## src/rtl/dsp_pkg.sv

```systemverilog
// Shared types and arithmetic helpers for the moving-average reader.
// Define MOVING_AVG_ROUND_EN for round-half-up averages instead of truncation.
package dsp_pkg;

    typedef enum logic [1:0] {
        IDLE = 2'd0,
        READ = 2'd1,
        CALC = 2'd2,
        EMIT = 2'd3
    } state_t;

    // Divides a window sum by 2**lg; the caller clamps the result to the sample width.
    function automatic logic [31:0] avg_shift(input logic [31:0] sum, input int unsigned lg);
`ifdef MOVING_AVG_ROUND_EN
        logic [31:0] half;
        half = (32'd1 << lg) >> 1;
        return (sum + half) >> lg;
`else
        return sum >> lg;
`endif
    endfunction

endpackage

```

## src/rtl/sample_delay_line.sv

```systemverilog
// n-deep sample history; shifting in a new sample drops the oldest one.
module sample_delay_line #(
    parameter int w = 4,
    parameter int n = 8
) (
    input  logic         clock_i,
    input  logic         rst_ni,
    input  logic         shift_en_i,
    input  logic [w-1:0] sample_i,
    output logic [w-1:0] oldest_o
);

    logic [w-1:0] hist_q [n];

    always_ff @(posedge clock_i or negedge rst_ni) begin
        if (!rst_ni) begin
            for (int i = 0; i < n; i++) begin
                hist_q[i] <= '0;
            end
        end else if (shift_en_i) begin
            hist_q[0] <= sample_i;
            for (int i = 1; i < n; i++) begin
                hist_q[i] <= hist_q[i-1];
            end
        end
    end

    // Entry n-1 is the sample that leaves the window on the next shift.
    assign oldest_o = hist_q[n-1];

endmodule

```

## src/rtl/moving_avg_reader.sv

```systemverilog
// Pops samples from the upstream FIFO and streams the sliding-window average.
// Build option: MOVING_AVG_ROUND_EN selects round-half-up out_data (see dsp_pkg).
module moving_avg_reader
    import dsp_pkg::*;
#(
    parameter int w = 4,
    parameter int n = 8
) (
    input  logic                      clock,
    input  logic                      reset,
    input  logic                      fifo_empty,
    output logic                      fifo_re,
    input  logic [w-1:0]              fifo_rdata,
    output logic                      out_valid,
    input  logic                      out_ready,
    output logic [w-1:0]              out_data,
    output logic [w+$clog2(n)-1:0]    out_sum,
    output state_t                    dbg_state
);

    localparam int lg = $clog2(n);
    localparam int sw = w + lg;
    localparam logic [31:0] avg_max = 32'((1 << w) - 1);

    state_t         state_q, state_d;
    logic [sw-1:0]  sum_q, sum_d;
    logic [w-1:0]   out_data_q, avg_d;
    logic [w-1:0]   oldest;
    logic [31:0]    avg_full;
    logic           shift_en;

    always_ff @(posedge clock or negedge reset) begin
        if (!reset) begin
            state_q <= IDLE;
        end else begin
            state_q <= state_d;
        end
    end

    // Output stream: out_data/out_sum are offered while out_valid is high and are
    // held unchanged until the cycle out_valid && out_ready, when the beat transfers.
    always_comb begin
        state_d  = state_q;
        shift_en = 1'b0;
        unique case (state_q)
            IDLE: if (!fifo_empty) state_d = READ;
            READ: state_d = CALC;
            CALC: begin
                shift_en = 1'b1;
                state_d  = EMIT;
            end
            EMIT: if (out_ready) state_d = fifo_empty ? IDLE : READ;
            default: state_d = IDLE;
        endcase
    end

    // The evicted sample is always part of sum_q, so the subtraction never wraps.
    always_comb begin
        sum_d    = sum_q + sw'(fifo_rdata) - sw'(oldest);
        avg_full = avg_shift(32'(sum_d), lg);
        avg_d    = (avg_full > avg_max) ? '1 : avg_full[w-1:0];
    end

    always_ff @(posedge clock or negedge reset) begin
        if (!reset) begin
            sum_q      <= '0;
            out_data_q <= '0;
        end else if (shift_en) begin
            sum_q      <= sum_d;
            out_data_q <= avg_d;
        end
    end

    sample_delay_line #(
        .w (w),
        .n (n)
    ) u_delay (
        .clock_i    (clock),
        .rst_ni     (reset),
        .shift_en_i (shift_en),
        .sample_i   (fifo_rdata),
        .oldest_o   (oldest)
    );

    assign fifo_re   = (state_q == READ);
    assign out_valid = (state_q == EMIT);
    assign out_data  = out_data_q;
    assign out_sum   = sum_q;
    assign dbg_state = state_q;

endmodule
```

## config.mk

```make
export PLATFORM = sky130hd
export DESIGN_NAME = moving_avg_reader
export DESIGN_NICKNAME = d
export VERILOG_FILES = /design/src/rtl/dsp_pkg.sv /design/src/rtl/sample_delay_line.sv /design/src/rtl/moving_avg_reader.sv
export SDC_FILE = /design/constraint.sdc
export NUM_CORES = 1
export LEC_CHECK = 0
export CAP_MARGIN = 40
export CORE_MARGIN = 2
export CORE_UTILIZATION = 50
export DETAILED_ROUTE_END_ITERATION = 16
export GPL_TIMING_DRIVEN = 0
export PLACE_DENSITY = 0.83
export SYNTH_ARGS = -nofsm -noshare
export SYNTH_HDL_FRONTEND = slang
export SYNTH_HIERARCHICAL = 1
export SYNTH_SLANG_ARGS = --single-unit
```

## constraint.sdc

```tcl
create_clock -name clock -period 2.7 [get_ports clock]
set_input_delay 0.54 -clock clock [delete_from_list [all_inputs] [get_ports clock]]
set_output_delay 0.54 -clock clock [all_outputs]
set_load 0.05 [all_outputs]
```

==> results of run 1 <==
[flip-flops by register name, indices dropped and copies added (netlist names)]
register,cells
dbg_state,2
u_delay/hist_q,28
out_data,3
u_delay/oldest_o,4
out_sum,4
[metal layers]
| metal | global-route usage | vias up | wire [um] |
|---|---|---|---|
| met5 | 0 | - | 0 |
| met2 | 0.2369 | 21 | 1628 |
| li1 | - | 590 | - |
| met4 | 0.05769 | 0 | 55 |
| met1 | 0.2125 | 609 | 1557 |
| met3 | 0.03896 | 6 | 135 |
[timing repair]
action / 4_1_cts / 5_1_grt
endpoints found under the setup margin: 1 / 2
hold endpoints to repair: 0 / 0
pin swaps: 0 / 5
resized for setup: 1 / 1
[kinds of logic after synthesis]
group | share of synthesized area
AND/OR/NAND/NOR | 0.02786
XOR/XNOR | 0.01592
buffers and inverters | 0.09551
multiplexers | 0.2285
flip-flops | 0.4662
adder cells (fa/ha/maj) | 0.1046
AO/OA/AOI/OAI | 0.06140
[worst register-to-register path, stage by stage (launching register included)]
cell and delay [ns]:
dfrtp_1 0.39, buf_4 0.14, fa_1 0.47, inv_1 0.05
ha_1 0.37, a211oi_2 0.27, o21bai_1 0.12, mux2i_1 0.20
xor2_1 0.17
[stage by stage]
step	hold slack [ns]	setup TNS [ns]
CTS	0.2038	0
global placement	0.4850	-0.8438
floorplan	0.2444	0
finish	0.1978	0
detailed placement	0.4848	-0.7857
global route	0.2190	-0.01948
[area by class of cell]
cell class / count / area, sq um / area share
Sequential cell: 41 / 1026 / 0.3937
Multi-Input combinational cell: 87 / 972.2 / 0.3730
Timing Repair Buffer: 23 / 242.7 / 0.09313
Buffer: 13 / 135.1 / 0.05185
Clock buffer: 6 / 82.58 / 0.03169
Inverter: 20 / 75.07 / 0.02880
Tap cell: 52 / 65.06 / 0.02496
Clock inverter: 1 / 7.507 / 0.002880
[cell usage after synthesis (2+ instances only)]
cell / instances / area, sq um
a211oi_1: 2 / 15.01
a21oi_1: 2 / 10.01
buf_12: 3 / 60.06
buf_4: 8 / 60.06
dfrtp_1: 41 / 1026
fa_1: 4 / 80.08
ha_1: 12 / 150.1
inv_1: 20 / 75.07
mux2_2: 2 / 22.52
mux2_4: 30 / 450.4
mux2i_1: 3 / 30.03
nand2_1: 5 / 18.77
nor2_1: 2 / 7.510
o21ai_0: 6 / 30.03
xnor2_1: 2 / 17.52
xor2_1: 2 / 17.52
[worst paths after layout]
kind	from	endpoint	cells past startpoint
max	fifo_rdata[2]	out_sum[6]	9
min	reset	u_delay/hist_q[18]	1
max reg2reg	u_delay/oldest_o[2]	out_sum[6]	8
min reg2reg	out_sum[6]	out_sum[6]	1
max in group asynchronous	reset	out_sum[0]	2
min in group clock	out_sum[6]	out_sum[6]	1
==> summary.md, run 1 <==
| Metric | Value |
|---|---|
| Drc violations | 0 |
| Fmax | 0.3888 GHz |
| CP required | 2.91 ns |
| WL final | 3377 um |
| Crit path cell chain | clkdlybuf4s50_1, inv_1, fa_1, inv_1, ha_1, a211oi_2, o21bai_1, mux2i_1, xor2_1 |
| Post-CTS Setup Repair Bufs | 0 |
| Chip width | 70.35 um |
| Share of layout cells above drive strength 1 | 0.2984 |
| Slew Limit Fails | 0 |
| CTS clk-pin slew, worst paths | 0.07 ns |
| Die height | 70.35 um |
| Die area | 0.004948 sq mm |
| Crit-path max FO | 5 |
| Hold WC Path Type | input port to async pin |
| First-pass GRT wire length | 5961 um |
| Clock Latency Late Sink | 0.29 ns |
| Unique masters post-synth | 33 |
| Ys async rst share | 1.000 |
| Post-synthesis sequential area ratio | 0.4662 |
| Antenna Nets Post-Route | 0 |
| Vias in the first global route | 1290 |
| Final WS setup | 0.1281 ns |
| CTS Root Cell | clkbuf_8 |
| Num CTS Buffers | 5 |
| Total placed cells including tap cells | 236 |
| Pre-CTS worst setup slack | -0.2868 ns |
| Nets@finish | 215 |
| Non-Filler Instances | 243 |
| CP Class | input port to flop |
| Seq cells post-synth | 41 |
| Post-Syn Area | 0.002201 sq mm |
| DPL Wire Length | 2395 um |
| Post-synth EDFFs | 0 |
| Fin area | 0.002606 sq mm |
| Initial antenna violation count | 0 |
| Critical path arrival | 2.78 ns |
| Clock Sink Count | 41 |
| Placed cell areas | 0.002509 sq mm |
| Io pins | 23 |
| Final Util | 0.6069 |
| Gr ovfl total | 0 |
| Startpoint types | input port |
| Most common cell after layout, fill and taps aside | dfrtp_1 |
| Crit path largest cell delay | 0.53 ns |
| Pin count of the biggest net entering global routing | 24 |
| # port buffers | 22 |
| Total GRT Usage | 0.1549 |
| Core area | 0.004294 sq mm |
| Yosys warns | 6 |
| Crit-path slowest cell | fa_1 |
| Final setup vio count | 0 |
| Worst Tran Pin Value | 0.5039 ns |
| Min Clock Period, post-route | 2.572 ns |
| Bufs and invs on worst path | 3 |
| Hold Fails Final Rpt | 0 |
| Max-cap violation count | 0 |
| CP top delay family | adder cells |
| DRT iter0 DRCs | 73 |
| Initial Util | 0.5125 |
| Clk buf depth | 2 |
| Routed vias/inst | 5.045 |
| Post-synthesis area per instance | 13.67 sq um |
| Diode count | 0 |
| Post-synthesis instance total | 161 |
| Most frequent cells in the layout | dfrtp_1 (41), mux2_4 (30), clkdlybuf4s50_1 (21) |
| Pre-antenna DRT Iters | 3 |
| Vias | 1226 |
| CTS Hold Bufs | 0 |
| Worst Setup End Kind | flop |
| R2R Setup Slk | 0.46 ns |
| Tcrit/Tclk final | 0.9526 |
| Fill count | 329 |
| Clk_skew | 0.006218 ns |
| Status | finished clean |
| Htree depth | 2 |
| Rel. slew slack | 0.6630 |
| Syn Nets | 185 |
| Row count | 24 |
| Synthesis-to-finish area growth | 18.42% |
| Clock tree from TritonCTS | yes |
| CP most frequent cell | inv_1 |
| Placer Congestion | 0.7138 |
| DR WL/cell | 13.90 um |
| Ys flop type | dfrtp_1 |
Power of run 1 is not shown: default switching activity piles up to over one toggle a cycle in this logic, so the estimate is an artifact.
==> inputs of run 2 (changes only) <==
--- a/config.mk
+++ b/config.mk
@@ -10,6 +10,7 @@
 export CORE_UTILIZATION = 50
 export DETAILED_ROUTE_END_ITERATION = 16
 export GPL_TIMING_DRIVEN = 0
+export HOLD_SLACK_MARGIN = 0.06
 export PLACE_DENSITY = 0.83
 export SYNTH_ARGS = -nofsm -noshare
 export SYNTH_HDL_FRONTEND = slang
==> results of run 2 <==
No change in the layout: final DEF, timing and power equal those of run 1.
Power of run 2 is left out for the same reason.
